<file path="src/rtl/uart_tx_arbiter_pkg.sv">
// Shared UART definitions: arbiter state encoding, default character format and
// line-rate constants reused by the transmitter, plus the round-robin wrap helper.
package uart_tx_arbiter_pkg;

    typedef enum logic [1:0] {
        ST_IDLE  = 2'd0,
        ST_SEND  = 2'd1,
        ST_START = 2'd2,
        ST_WAIT  = 2'd3
    } uart_state_t;

    localparam int UART_D_BITS       = 8;
    localparam int UART_CLK_HZ       = 100_000_000;
    localparam int UART_BAUD         = 921_600;
    localparam int UART_CLKS_PER_BIT = (UART_CLK_HZ + (UART_BAUD / 2)) / UART_BAUD;

    // Next pointer after index idx, wrapping explicitly so non-power-of-2 counts work.
    function automatic int unsigned rr_next(input int unsigned idx, input int unsigned n);
        if ((idx + 32'd1) >= n) begin
            return 32'd0;
        end else begin
            return idx + 32'd1;
        end
    endfunction

endpackage

</file>
<file path="src/rtl/uart_tx_arbiter_rr_pick.sv">
// Combinational round-robin first-one finder: scans req starting at ptr
// (ptr itself first) and wraps, returning the winner as one-hot and index.
module rr_pick #(
    parameter int N_REQ = 4,
    parameter int PW    = 2
) (
    input  logic [N_REQ-1:0] req,
    input  logic [PW-1:0]    ptr,
    output logic [N_REQ-1:0] onehot,
    output logic [PW-1:0]    idx,
    output logic             any
);

    logic [PW:0] cand_s;

    // Priority scan from ptr upward with modulo-N_REQ wrap.
    always_comb begin
        onehot = '0;
        idx    = '0;
        any    = 1'b0;
        cand_s = '0;
        for (int i = 0; i < N_REQ; i++) begin
            cand_s = {1'b0, ptr} + (PW+1)'(i);
            if (cand_s >= (PW+1)'(N_REQ)) begin
                cand_s = cand_s - (PW+1)'(N_REQ);
            end else begin
                cand_s = cand_s;
            end
            if (!any && req[cand_s[PW-1:0]]) begin
                onehot[cand_s[PW-1:0]] = 1'b1;
                idx                    = cand_s[PW-1:0];
                any                    = 1'b1;
            end else begin
                any = any;
            end
        end
    end

endmodule

</file>
<file path="src/rtl/uart_tx_arbiter.sv">
// Packet-locked round-robin arbiter feeding one UART transmitter, one byte at a
// time, with a watchdog that aborts a stalled packet in SEND or WAIT.
module uart_tx_arbiter
    import uart_tx_arbiter_pkg::*;
#(
    parameter int N_REQ          = 4,
    parameter int D_BITS         = UART_D_BITS,
    parameter int TIMEOUT_CYCLES = 4096
) (
    input  logic                      i_clk,
    input  logic                      reset,
    input  logic [N_REQ-1:0]          i_req_valid,
    input  logic [N_REQ*D_BITS-1:0]   i_req_data,
    input  logic [N_REQ-1:0]          i_req_last,
    output logic [N_REQ-1:0]          o_req_ready,
    output logic [N_REQ-1:0]          o_grant,
    output logic                      o_busy,
    output logic                      o_timeout,
    output logic [D_BITS-1:0]         o_tx_data,
    output logic                      o_tx_enable,
    input  logic                      i_tx_rdy,
    input  logic                      i_tx_done
);

    localparam int PW = (N_REQ > 1) ? $clog2(N_REQ) : 1;
    localparam int CW = $clog2(TIMEOUT_CYCLES);
    localparam logic [CW-1:0] CNT_LAST = CW'(TIMEOUT_CYCLES - 1);

    uart_state_t       state_r, state_nx_s;
    logic [PW-1:0]     rr_ptr_r, gidx_r, pick_idx_s;
    logic [N_REQ-1:0]  grant_r, pick_onehot_s;
    logic              pick_any_s;
    logic [CW-1:0]     cnt_r;
    logic              last_r, tx_enable_r, busy_r, timeout_r;
    logic [D_BITS-1:0] tx_data_r;
    logic              pop_s, done_s, expire_s;

    rr_pick #(
        .N_REQ (N_REQ),
        .PW    (PW)
    ) u_rr_pick (
        .req    (i_req_valid),
        .ptr    (rr_ptr_r),
        .onehot (pick_onehot_s),
        .idx    (pick_idx_s),
        .any    (pick_any_s)
    );

    // Next-state decode; a completing i_tx_done takes priority over the watchdog.
    always_comb begin
        state_nx_s = state_r;
        pop_s      = 1'b0;
        done_s     = 1'b0;
        expire_s   = 1'b0;
        case (state_r)
            ST_IDLE: begin
                if (pick_any_s) begin
                    state_nx_s = ST_SEND;
                end else begin
                    state_nx_s = ST_IDLE;
                end
            end
            ST_SEND: begin
                if (i_req_valid[gidx_r] && i_tx_rdy) begin
                    pop_s      = 1'b1;
                    state_nx_s = ST_START;
                end else if (cnt_r == CNT_LAST) begin
                    expire_s   = 1'b1;
                    state_nx_s = ST_IDLE;
                end else begin
                    state_nx_s = ST_SEND;
                end
            end
            ST_START: begin
                state_nx_s = ST_WAIT;
            end
            ST_WAIT: begin
                if (i_tx_done) begin
                    done_s     = 1'b1;
                    state_nx_s = last_r ? ST_IDLE : ST_SEND;
                end else if (cnt_r == CNT_LAST) begin
                    expire_s   = 1'b1;
                    state_nx_s = ST_IDLE;
                end else begin
                    state_nx_s = ST_WAIT;
                end
            end
            default: begin
                state_nx_s = ST_IDLE;
            end
        endcase
    end

    // Pop strobe is combinational so the byte leaves the producer in the SEND cycle.
    always_comb begin
        if (pop_s) begin
            o_req_ready = grant_r;
        end else begin
            o_req_ready = '0;
        end
    end

    // State, watchdog and transmitter-side registers.
    always_ff @(posedge i_clk or negedge reset) begin
        if (!reset) begin
            state_r     <= ST_IDLE;
            cnt_r       <= '0;
            busy_r      <= 1'b0;
            tx_enable_r <= 1'b0;
            timeout_r   <= 1'b0;
            tx_data_r   <= '0;
            last_r      <= 1'b0;
        end else begin
            state_r     <= state_nx_s;
            busy_r      <= (state_nx_s != ST_IDLE);
            tx_enable_r <= pop_s;
            timeout_r   <= expire_s;
            if (state_nx_s != state_r) begin
                cnt_r <= '0;
            end else if ((state_r == ST_SEND) || (state_r == ST_WAIT)) begin
                cnt_r <= cnt_r + CW'(1);
            end else begin
                cnt_r <= '0;
            end
            if (pop_s) begin
                tx_data_r <= i_req_data[gidx_r*D_BITS +: D_BITS];
                last_r    <= i_req_last[gidx_r];
            end else begin
                tx_data_r <= tx_data_r;
                last_r    <= last_r;
            end
        end
    end

    // Grant ownership and rotation; the pointer advances past the owner on every release.
    always_ff @(posedge i_clk or negedge reset) begin
        if (!reset) begin
            grant_r  <= '0;
            gidx_r   <= '0;
            rr_ptr_r <= '0;
        end else begin
            if ((state_r == ST_IDLE) && pick_any_s) begin
                grant_r <= pick_onehot_s;
                gidx_r  <= pick_idx_s;
            end else if ((done_s && last_r) || expire_s) begin
                grant_r  <= '0;
                rr_ptr_r <= PW'(rr_next(32'(gidx_r), 32'(N_REQ)));
            end else begin
                grant_r  <= grant_r;
                rr_ptr_r <= rr_ptr_r;
            end
        end
    end

    assign o_grant     = grant_r;
    assign o_busy      = busy_r;
    assign o_timeout   = timeout_r;
    assign o_tx_data   = tx_data_r;
    assign o_tx_enable = tx_enable_r;

endmodule

</file>
<file path="config.mk">
export PLATFORM = sky130hd
export DESIGN_NAME = uart_tx_arbiter
export DESIGN_NICKNAME = d
export VERILOG_FILES = /design/src/rtl/uart_tx_arbiter_pkg.sv /design/src/rtl/uart_tx_arbiter_rr_pick.sv /design/src/rtl/uart_tx_arbiter.sv
export SDC_FILE = /design/constraint.sdc
export NUM_CORES = 1
export LEC_CHECK = 0
export BUFFER_PORTS_ARGS = -buffer_cell sky130_fd_sc_hd__buf_2
export CORE_MARGIN = 4
export CORE_UTILIZATION = 47
export DETAILED_ROUTE_END_ITERATION = 16
export HOLD_SLACK_MARGIN = 0.03
export PLACE_DENSITY = 0.73
export SLEW_MARGIN = 25
export SYNTH_ARGS = -nofsm -noshare
export SYNTH_HDL_FRONTEND = slang
export SYNTH_HIERARCHICAL = 1
export SYNTH_SLANG_ARGS = --single-unit
</file>
<file path="constraint.sdc">
create_clock -name i_clk -period 2.15 [get_ports i_clk]
set_input_delay 0.1075 -clock i_clk [delete_from_list [all_inputs] [get_ports i_clk]]
set_output_delay 0.1075 -clock i_clk [all_outputs]
set_load 0.005 [all_outputs]
</file>
======== After elaboration in Yosys (flattened, before gate mapping) ========
Cells that the tools add are included.
W data, S select, Z words.
word-level totals
  flip-flop bits (word level) ............. 34
  input port bits ......................... 44
  output and inout bits ................... 19
  word-level logic and storage cells ...... 119
operators by class
  $add $sub $neg .......................... 9
  magnitude comparators ................... 14
  equal/unequal tests ..................... 5
  shift operators ......................... 1
  muxes and demuxes ....................... 57
  bitwise logic cells ..................... 4
  reduce and logical (&&, ||, !) cells .... 19
operators by type and width
  kind                     count
  $shiftx A32 B6 Y8        1
  $mux W4                  7
  $mux W1                  24
  $mux W12                 2
  $mux W2                  12
  $lt A2 B3 Y1 const B     5
  $add A12 B1 Y12 const B  1
  $bmux W1 S2              6
  $eq A12 B12 Y1 const B   1
  $ge A3 B3 Y1 const B     4
  $or A4 B4 Y4             3
  $logic_and A1 B1 Y1      10
  $demux W1 S2             4
  $ge A2 B1 Y1 const B     4
  $pmux W2 S4              1
  $sub A2 B1 Y2 const B    4
  $add A2 B1 Y3 const B    2
  $add A2 B2 Y3 const B    2
  $eq A2 B2 Y1 const B     2
  $reduce_bool A2 Y1       2
  $ge A2 B3 Y1 const B     1
  $logic_not A1 Y1         3
  $eq A2 B1 Y1 const B     1
  $logic_not A2 Y1         1
  5 further kinds          6

======== Depth between registers and ports, before layout ========
Gate-level depths: netlist of run 1.
  depth in word-level cells ............... 18
  mapped depth ............................ 10
  depth with buffers taken out ............ 8

======== By module ========
Netlist of run 1, hierarchy kept.
modules (own cells, without submodules)
  module           times used  cells each  area an instance (um2)  sequential area each (um2)
  uart_tx_arbiter  1           140         1784.2                  850.8
  rr_pick          1           45          421.7                   0.0

======== Least setup slack after synthesis of run 1 ========
Ideal clock, no wire load.
  kind .................................... reg2reg
  from .................................... register rr_ptr_r[0]
  to ...................................... register gidx_r[1]
  library setup time ...................... 0.125 ns
  arrival time ............................ 2.236 ns
  data required time ...................... 2.025 ns
  path slack .............................. -0.211 ns
  stages on the path, launching flop included .. 10
  buffers on the path ..................... 2
  period minus slack after synthesis ...... 2.361 ns
  cells stage by stage .................... dfrtp_1 buf_6 inv_1 ha_1 mux4_2 buf_6 nor4b_4 nor2_1 a32o_1 mux2_2
between the ends
  elaborated cells on any way between the ends .. 38
  those cells by class .................... add/sub: 7; order compare: 4; mux: 20; reduce/logical: 7
RTL lines
  element                                                                 line                           source
  start: declaration                                                      uart_tx_arbiter.sv:30          logic [PW-1:0] rr_ptr_r, gidx_r, pick_idx_s;
  start signal: assignment                                                uart_tx_arbiter.sv:147         rr_ptr_r <= PW'(rr_next(32'(gidx_r), 32'(N_REQ)));
  start signal: assignment                                                uart_tx_arbiter.sv:150         rr_ptr_r <= rr_ptr_r;
  parallel branches: the longest is 13 deep, another holds $add A2 B1 Y3  -
  $mux W2 (*)                                                             uart_tx_arbiter_rr_pick.sv:29  if (!any && req[cand_s[PW-1:0]]) begin
  via pick_idx_s[1]                                                       uart_tx_arbiter.sv:30
  end signal: assignment                                                  uart_tx_arbiter.sv:144         gidx_r <= pick_idx_s;
  end: declaration                                                        uart_tx_arbiter.sv:30
Mark *: on every way through the listed nets, which the timed path passes. The select of a mux whose other input is x is not followed.
A chain may end at the register's enable or synchronous reset.

======== Worst setup path after layout of run 1 ========
Same ends and word-level chain as after synthesis.

==> run_results.csv, run 1 <==
group,metric,value,unit
routing,wirelength,4930,um
place,hpwl,3720,um
yosys,synth_area,2210,sq um
worst_setup_path,crit_chain,"inv_4 > ha_4 > mux4_2 > nor4b_4 > nor2_1 > a32o_1 > mux2_2",
die,rows,24,
yosys,synth-seq-cells,34,
place,pre_cts_slack,-0.0659,ns
cells_and_area,fin_util,63.1,%
place,placedInstanceArea,2650,sq um
place,port_buffers,62,
timing,clock_skew,0.00920,ns
status,status,"completed",
global_route,antenna_found_initial,0,
cells_and_area,antenna_cells,0,
power,power_density,1290,nW/um^2
yosys,synth_edf_count,0,
timing,finalCritPeriodShare,97.6,%
worst_setup_path,crit_type,"reg -> reg",
worst_setup_path,crit_buf_inv,1,
cts,cts.clk_slew.worst_paths,0.06,ns
cells_and_area,num-fill-cells,371,
worst_setup_path,cp.required,2.32,ns
timing,layout_min_cycle_time,2.10,ns
worst_setup_path,critPathTopFamily,"multiplexers",
routing,avgViaCountPerCell,5.55,
global_route,grt_max_degree,35,
yosys,async_reset_ff_share,100,%
cells_and_area,layout-drive-gt1-share,49.2,%
global_route,grt.total_usage,17.8,%
timing,timing.slew.headroom,50.3,%
timing,worstMarginPinSlew,0.746,ns
timing,setup_slack,0.0506,ns
yosys,syn_area_per_cell,11.9,sq um
worst_setup_path,cp-end-kind,"flop",
routing,drtPass1Iterations,4,
worst_setup_path,arrival,2.27,ns
worst_setup_path,cpMaxStageDelayCell,"dfrtp_2",
die,start_util,49.6,%
cts,tritoncts,"done",
die,dieWidth,76.5,um
timing,rsz0062_at_grt,"true",
die,fp.dieArea,5850,sq um
timing,hold_viol_final,0,
cells_and_area,area_delta_synth_final,27.1,%
worst_setup_path,reg2reg_slack,0.05,ns
global_route,grt_pass1_wl,8530,um
cts,clk_latency,0.28,ns
timing,finalSetupTns,0,ns
yosys,yosys.cell_types.count,42,
routing,antenna_left,0,
yosys,ys.flop_type,"dfrtp_1",
yosys,synth_warnings,6,
worst_setup_path,startpoint_type,"flop",
worst_setup_path,crit_fanout,6,
worst_setup_path,max_stage_delay,0.45,ns
routing,drc_errors,0,
cts,cts_root_buf,"clkbuf_8",
yosys,ys_seq_area_share,38.6,%
power,cellLeakagePower,1.30,nW
yosys,synth_cells,185,
timing,fmax,476,MHz
die,num_io_pins,63,
cells_and_area,nets,313,
routing,vias,1742,
yosys,syn-num-nets,236,
cts,clock_sink_count,34,
cts,cts_buffers,5,
routing,wl_per_cell,15.7,um
cells_and_area,final_area,2800,sq um
routing,drt-initial-drc-count,114,
flow_run,drv_cap,0,
die,core_area,4440,sq um
place,gp_congestion,0.862,
timing,timing.final.max_slew_violations,0,
timing,finalSetupViolCount,0,
global_route,grt_pass1_vias,1841,
hold_path,min_path_type,"in -> reg",
cts,cts_buffer_depth,2,
cts,h-tree-depth,2,
power,irDropWorstVdd,0.683,mV
die,die_h,76.5,um
global_route,grt_overflow,0,
per-stage QoR:
stage | hold slack, ns | instances | power (mW)
after floorplan | -0.188 | 185 | 2.37
after global placement | 0.214 | 305 | 2.89
after detailed placement | 0.215 | 305 | 2.94
after CTS | 0.153 | 313 | 3.55
after global routing | 0.186 | 314 | 3.89
final | 0.173 | 314 | 3.60
worst reg2reg max path, cell delays in order, from the launching register on:
cell	delay, ns
dfrtp_2	0.45
inv_4	0.05
ha_4	0.26
mux4_2	0.37
nor4b_4	0.33
nor2_1	0.07
a32o_1	0.20
mux2_2	0.25
cell usage in the layout, fill, tap and decap left out, drive strengths merged, types with 4 or more instances in the layout:
cell type  Yosys  layout
buf            7      79
dfrtp         34      34
nor2          15      15
mux4          14      14
mux2          13      13
o21ai          9       9
a22oi          8       8
xor2           7       7
ha             7       7
inv            7       7
clkbuf         3       6
nand4          5       5
and2           5       5
a32o           5       5
nand2b         4       4
nand2          4       4
mux2i          4       4
nand3          4       4
nor2b          4       4
synthesized netlist by cell type (2+ instances only):
cell      count  area share, %
inv_1         7            1.2
and4_1        2           0.79
nand2b_1      4            1.1
nor2b_1       4            1.1
xnor2_1       2           0.79
clkbuf_1      3           0.51
o211ai_1      2           0.68
xor2_1        7            2.8
nand4_1       5            1.4
mux4_1        2            2.4
nand2_1       4           0.68
and3_1        2           0.57
and2_1        5            1.4
a22oi_1       8            2.7
buf_2         3           0.68
or3b_2        2           0.79
mux2_4        2            1.4
nor2_1       15            2.6
buf_6         4            2.0
a31oi_1       2           0.57
mux2_2       11            5.6
ha_1          7            4.0
nand3_1       4           0.91
mux2i_1       4            1.8
o21ai_0       8            1.8
nor3_1        2           0.45
dfrtp_1      34             39
mux4_2       12             12
a32o_1        5            2.3
final cells by class:
type	count	area [sq um]	share of cell area, %
inverters	7	28.8	1.03
clock inverters	1	30.0	1.07
well taps	52	65.1	2.32
repair buffers	80	448	16.0
multi-input cells	134	1290	46.2
flip-flops and latches	34	853	30.4
clock buffers	6	82.6	2.95
power by group:
part	leakage (nW)	total (mW)	switching (mW)	internal (mW)
sequential	0.434	1.04	0.191	0.848
combinational	0.804	1.98	0.898	1.08
clock	0.0573	0.583	0.212	0.370
total	1.30	3.60	1.30	2.30
flip-flops by register name, summed over array words and instances (netlist names):
name,cells
cnt_r,12
o_tx_data,8
o_grant,4
gidx_r,2
rr_ptr_r,2
state_r,2
last_r,1
o_busy,1
o_timeout,1
o_tx_enable,1
repair_timing:
action	CTS	global route
hold endpoints to repair	34	0
buffers inserted	0	1
hold buffers	1	0
gates resized for setup	3	11
endpoints found under the setup margin	12	9
pin swaps	0	5
logic make-up after synthesis:
| family | Yosys count | share of synthesized area (%) |
|---|---|---|
| buffers and inverters | 17 | 4.42 |
| adder cells (fa/ha/maj) | 7 | 3.97 |
| flip-flops | 34 | 38.6 |
| AND/OR/NAND/NOR | 56 | 15.3 |
| multiplexers | 31 | 23.4 |
| XOR/XNOR | 9 | 3.57 |
| AO/OA/AOI/OAI | 31 | 10.8 |
per-layer routing:
metal,GRT usage [%],part of all wire (%),vias to the layer above
met5,0,0,-
met4,5.25,1.1,0
met3,4.26,5.7,6
met2,30.8,49,57
met1,22.0,44,825
li1,-,-,854
worst paths after layout:
kind / startpoint / end / cells after the start
setup / recovery: rr_ptr_r[0] / gidx_r[1] / 7
max in group asynchronous: reset / rr_ptr_r[0] / 2
setup reg to reg: rr_ptr_r[0] / gidx_r[1] / 7
hold reg to reg: cnt_r[0] / cnt_r[0] / 1
hold / removal: i_tx_done / state_r[0] / 3
min in group asynchronous: reset / o_tx_data[0] / 2
Note: power is estimated with default switching activity, not from simulation.
==> run 2: changes to the inputs <==
--- a/config.mk
+++ b/config.mk
@@ -11,6 +11,7 @@
 export DETAILED_ROUTE_END_ITERATION = 16
 export HOLD_SLACK_MARGIN = 0.03
 export PLACE_DENSITY = 0.73
+export SETUP_SLACK_MARGIN = 0.1
 export SLEW_MARGIN = 25
 export SYNTH_ARGS = -nofsm -noshare
 export SYNTH_HDL_FRONTEND = slang
==> run_results.csv, run 2 (synthesis gave the netlist of run 1 again) <==
group,metric,value,unit
timing,rsz0062_at_grt,"true",
global_route,grt.total_usage,18.5,%
worst_setup_path,critPathTopFamily,"multiplexers",
global_route,grt_pass1_vias,1833,
global_route,antenna_found_initial,0,
routing,wirelength,5070,um
timing,setup_slack,0.0523,ns
power,cellLeakagePower,1.30,nW
cts,clk_latency,0.29,ns
cells_and_area,layout-drive-gt1-share,50.9,%
global_route,grt_overflow,0,
worst_setup_path,cpMaxStageDelayCell,"mux4_2",
cells_and_area,nets,315,
worst_setup_path,startpoint_type,"flop",
timing,timing.slew.headroom,48.9,%
hold_path,min_path_type,"in -> reg",
timing,layout_min_cycle_time,2.10,ns
timing,finalSetupViolCount,0,
worst_setup_path,reg2reg_slack,0.05,ns
place,gp_congestion,0.836,
routing,drc_errors,0,
power,irDropWorstVdd,0.529,mV
place,port_buffers,62,
die,fp.dieArea,5850,sq um
cts,h-tree-depth,2,
timing,hold_viol_final,0,
routing,avgViaCountPerCell,5.72,
worst_setup_path,cp-end-kind,"flop",
cells_and_area,area_delta_synth_final,28.2,%
cts,clock_sink_count,34,
place,hpwl,3810,um
cells_and_area,largest_reg_flops,12,
die,die_h,76.5,um
global_route,grt_pass1_wl,8770,um
worst_setup_path,cp.required,2.32,ns
worst_setup_path,arrival,2.27,ns
die,core_area,4440,sq um
worst_setup_path,critPathMostFrequentCell,"buf_4",
timing,fmax,477,MHz
cells_and_area,fin_util,63.7,%
flow_run,drv_cap,0,
status,status,"completed",
routing,drt-initial-drc-count,111,
cells_and_area,most-common-layout-cells,"62 x buf_2, 32 x dfrtp_1, 15 x nor2_1, 15 x buf_4, 14 x mux4_2",
cts,cts_buffers,5,
routing,wl_per_cell,16.0,um
global_route,grt_max_degree,35,
routing,antenna_left,0,
worst_setup_path,max_stage_delay,0.54,ns
routing,vias,1812,
cells_and_area,largest_register,"cnt_r",
cts,cts.clk_slew.worst_paths,0.07,ns
place,pre_cts_slack,-0.192,ns
cts,tritoncts,"done",
timing,finalCritPeriodShare,97.6,%
worst_setup_path,crit_chain,"buf_4 > mux4_2 > nor4b_4 > buf_4 > a22oi_1 > o21ai_2 > a32o_1",
power,power_density,1290,nW/um^2
power,p_total,3.64,mW
cts,cts_root_buf,"clkbuf_8",
cells_and_area,final_common_cell,"buf_2",
worst_setup_path,crit_fanout,5,
die,num_io_pins,63,
timing,timing.final.max_slew_violations,0,
timing,worstMarginPinSlew,0.767,ns
timing,clock_skew,0.00826,ns
worst_setup_path,crit_type,"reg -> reg",
worst_setup_path,crit_buf_inv,2,
die,rows,24,
die,dieWidth,76.5,um
cts,cts_buffer_depth,2,
cells_and_area,antenna_cells,0,
routing,drtPass1Iterations,4,
die,start_util,49.6,%
timing,holdWs,0.158,ns
==> run 2: changes by cell type in the layout (fill, tap and decap cells not counted), sizes merged <==
cell      before  now
bufinv         1    0
clkinvlp       0    1
clkinv         0    1
buf           79   81
==> run 2: where the power goes <==
group / internal, mW / switching (mW)
combinational: 1.16 / 0.981
clock: 0.257 / 0.235
sequential: 0.848 / 0.162
==> run 2: layout make-up <==
| type | count | area [sq um] |
|---|---|---|
| flip-flops and latches | 34 | 853 |
| clock buffers | 6 | 82.6 |
| clock inverters | 2 | 12.5 |
| multi-input cells | 134 | 1310 |
| fillers | 343 | 1620 |
| inverters | 7 | 28.8 |
| repair buffers | 82 | 478 |
| well taps | 52 | 65.1 |
==> run 2: worst paths after layout <==
kind / start / end / cells past startpoint
max: rr_ptr_r[0] / o_grant[3] / 7
min: i_tx_done / state_r[0] / 3
max reg2reg: rr_ptr_r[0] / o_grant[3] / 7
min reg2reg: cnt_r[0] / cnt_r[0] / 1
max in group asynchronous: reset / rr_ptr_r[1] / 2
min in group asynchronous: reset / o_tx_data[2] / 2
==> run 2: per-stage QoR <==
stage	cell area [sq um]	cells	TNS, ns
final	2830	317	0
after global routing	2830	317	-0.0298
after CTS	2780	315	0
after detailed placement	2650	305	-1.26
after global placement	2650	305	-0.201
after floorplan	2220	185	-0.341
==> run 2: per-layer routing <==
metal	global-route usage, %	part of all wire (%)	up-vias
met4	4.71	0.75	0
met3	6.03	5.6	4
met1	23.2	44	895
li1	-	-	858
met5	0	0	-
met2	31.0	50	55
==> run 2: repair_timing <==
action | in CTS | in global routing
setup buffers | 1 | 2
hold endpoints to repair | 34 | 0
pin swaps | 2 | 3
hold buffers | 1 | 0
resized for setup | 12 | 11
setup endpoints to repair | 13 | 9
==> run 2: worst register-to-register path, cell delays in order (launching register included) <==
cell,delay [ns]
dfrtp_2,0.44
buf_4,0.18
mux4_2,0.54
nor4b_4,0.16
buf_4,0.15
a22oi_1,0.20
o21ai_2,0.10
a32o_1,0.23
==> run 3: changes to the inputs <==
--- a/config.mk
+++ b/config.mk
@@ -7,10 +7,11 @@
 export LEC_CHECK = 0
 export BUFFER_PORTS_ARGS = -buffer_cell sky130_fd_sc_hd__buf_2
 export CORE_MARGIN = 4
-export CORE_UTILIZATION = 47
+export CORE_UTILIZATION = 49
+export CTS_BUF_LIST = sky130_fd_sc_hd__clkbuf_4
 export DETAILED_ROUTE_END_ITERATION = 16
 export HOLD_SLACK_MARGIN = 0.03
-export PLACE_DENSITY = 0.73
+export PLACE_DENSITY = 0.76
 export SETUP_SLACK_MARGIN = 0.1
 export SLEW_MARGIN = 25
 export SYNTH_ARGS = -nofsm -noshare
==> run_results.csv, run 3 (synthesis gave the netlist of run 1 again) <==
group,metric,value,unit
die,rows,24,
cells_and_area,most-common-layout-cells,"62 x buf_2, 32 x dfrtp_1, 22 x buf_4",
routing,drtPass1Iterations,4,
cells_and_area,area_delta_synth_final,29.0,%
place,hpwl,3870,um
worst_setup_path,crit_fanout,6,
power,cellLeakagePower,1.33,nW
worst_setup_path,max_stage_delay,0.53,ns
place,pre_cts_slack,-0.169,ns
global_route,antenna_found_initial,0,
cts,cts_buffers,5,
die,die_h,75.1,um
worst_setup_path,cp-end-kind,"flop",
worst_setup_path,crit_type,"reg -> reg",
timing,finalCritPeriodShare,97.9,%
hold_path,hold_path_depth,3,
global_route,grt.total_usage,19.3,%
die,core_area,4350,sq um
worst_setup_path,critPathMostFrequentCell,"buf_4",
cells_and_area,final_area,2850,sq um
timing,finalSetupTns,0,ns
worst_setup_path,startpoint_type,"flop",
routing,drt-initial-drc-count,115,
cells_and_area,largest_reg_flops,12,
cells_and_area,layout-drive-gt1-share,50.9,%
power,irDropWorstVdd,0.597,mV
timing,clock_skew,0.0191,ns
global_route,grt_pass1_wl,8180,um
timing,fmax,475,MHz
routing,drc_errors,0,
cells_and_area,final_common_cell,"buf_2",
routing,wirelength,5370,um
die,num_io_pins,63,
cts,cts_buffer_depth,2,
worst_setup_path,critPathTopFamily,"multiplexers",
timing,rsz0062_at_grt,"true",
cts,cts_root_buf,"clkbuf_4",
cts,h-tree-depth,2,
die,dieWidth,75.1,um
timing,hold_viol_final,0,
place,gp_congestion,0.863,
cts,clock_sink_count,34,
routing,vias,1862,
routing,avgViaCountPerCell,5.76,
cells_and_area,final_cells,323,
routing,antenna_left,0,
die,start_util,50.7,%
timing,layout_min_cycle_time,2.10,ns
cells_and_area,nets,321,
cts,tritoncts,"done",
worst_setup_path,reg2reg_depth,8,
timing,finalSetupViolCount,0,
timing,timing.final.max_slew_violations,0,
worst_setup_path,crit_chain,"buf_6 > mux4_2 > buf_4 > nor3_4 > nand2b_1 > nor3b_4 > buf_4 > a32o_1",
worst_setup_path,arrival,2.35,ns
cts,cts.clk_slew.worst_paths,0.11,ns
timing,timing.slew.headroom,49.7,%
power,p_total,3.68,mW
cts,clk_latency,0.35,ns
routing,wl_per_cell,16.6,um
status,status,"completed",
timing,setup_slack,0.0456,ns
worst_setup_path,cpMaxStageDelayCell,"mux4_2",
worst_setup_path,cp.depth,8,
place,placedInstanceArea,2640,sq um
cells_and_area,antenna_cells,0,
global_route,grt_pass1_vias,1819,
worst_setup_path,crit_buf_inv,3,
power,power_density,1290,nW/um^2
timing,worstMarginPinSlew,0.755,ns
place,dp_cells,304,
cells_and_area,largest_register,"cnt_r",
worst_setup_path,cp.required,2.40,ns
global_route,grt_overflow,0,
hold_path,min_path_type,"in -> reg",
die,fp.dieArea,5640,sq um
flow_run,drv_cap,0,
place,port_buffers,62,
global_route,grt_max_degree,35,
-- run 3: repair_timing --
action / CTS / global route
gates resized for setup: 11 / 7
buffers inserted: 5 / 5
endpoints found under the setup margin: 13 / 14
endpoints found under the hold margin: 34 / 0
hold buffers: 1 / 0
pin swaps: 3 / 1
-- run 3: worst reg2reg max path, cell delays in order, from the launching register on --
cell and delay, ns:
dfrtp_2 0.39, buf_6 0.10, mux4_2 0.53, buf_4 0.17, nor3_4 0.18, nand2b_1 0.08, nor3b_4 0.19, buf_4 0.17
a32o_1 0.20
-- run 3: cell type report --
cell class,instances,area (sq um)
Multi-Input combinational cell,134,1300
Clock inverter,1,30.0
Fill cell,359,1510
Sequential cell,34,853
Tap cell,52,65.1
Inverter,7,28.8
Clock buffer,7,52.6
Timing Repair Buffer,88,519
-- run 3: path summary, 6_finish.rpt --
path / startpoint / to / slack, ns
min: i_tx_done / o_busy / 0.12
max: rr_ptr_r[1] / o_grant[0] / 0.05
max reg2reg: rr_ptr_r[1] / o_grant[0] / 0.05
max in group asynchronous: reset / rr_ptr_r[0] / 1.21
min in group asynchronous: reset / o_tx_enable / 0.39
min reg2reg: cnt_r[0] / cnt_r[0] / 0.48
-- run 3: per-layer routing --
metal	up-vias	routed length, um	GRT usage (%)
li1	873	-	-
met1	902	2080	22.7
met2	71	2730	32.4
met3	16	408	4.67
met4	0	148	10.3
met5	-	0	0
-- run 3: power breakdown --
| group | internal (mW) | leakage, nW | switching, mW | total, mW |
|---|---|---|---|---|
| logic | 1.19 | 0.848 | 0.975 | 2.17 |
| clock network | 0.272 | 0.0463 | 0.221 | 0.493 |
| registers | 0.845 | 0.434 | 0.177 | 1.02 |
-- run 3: metrics by stage --
stage / utilization, % / hold WS, ns
after global placement: 60.7 / 0.215
after CTS: 64.2 / 0.111
after global routing: 65.4 / 0.114
after floorplan: - / -0.188
final: 65.4 / 0.123
after detailed placement: 60.7 / 0.221
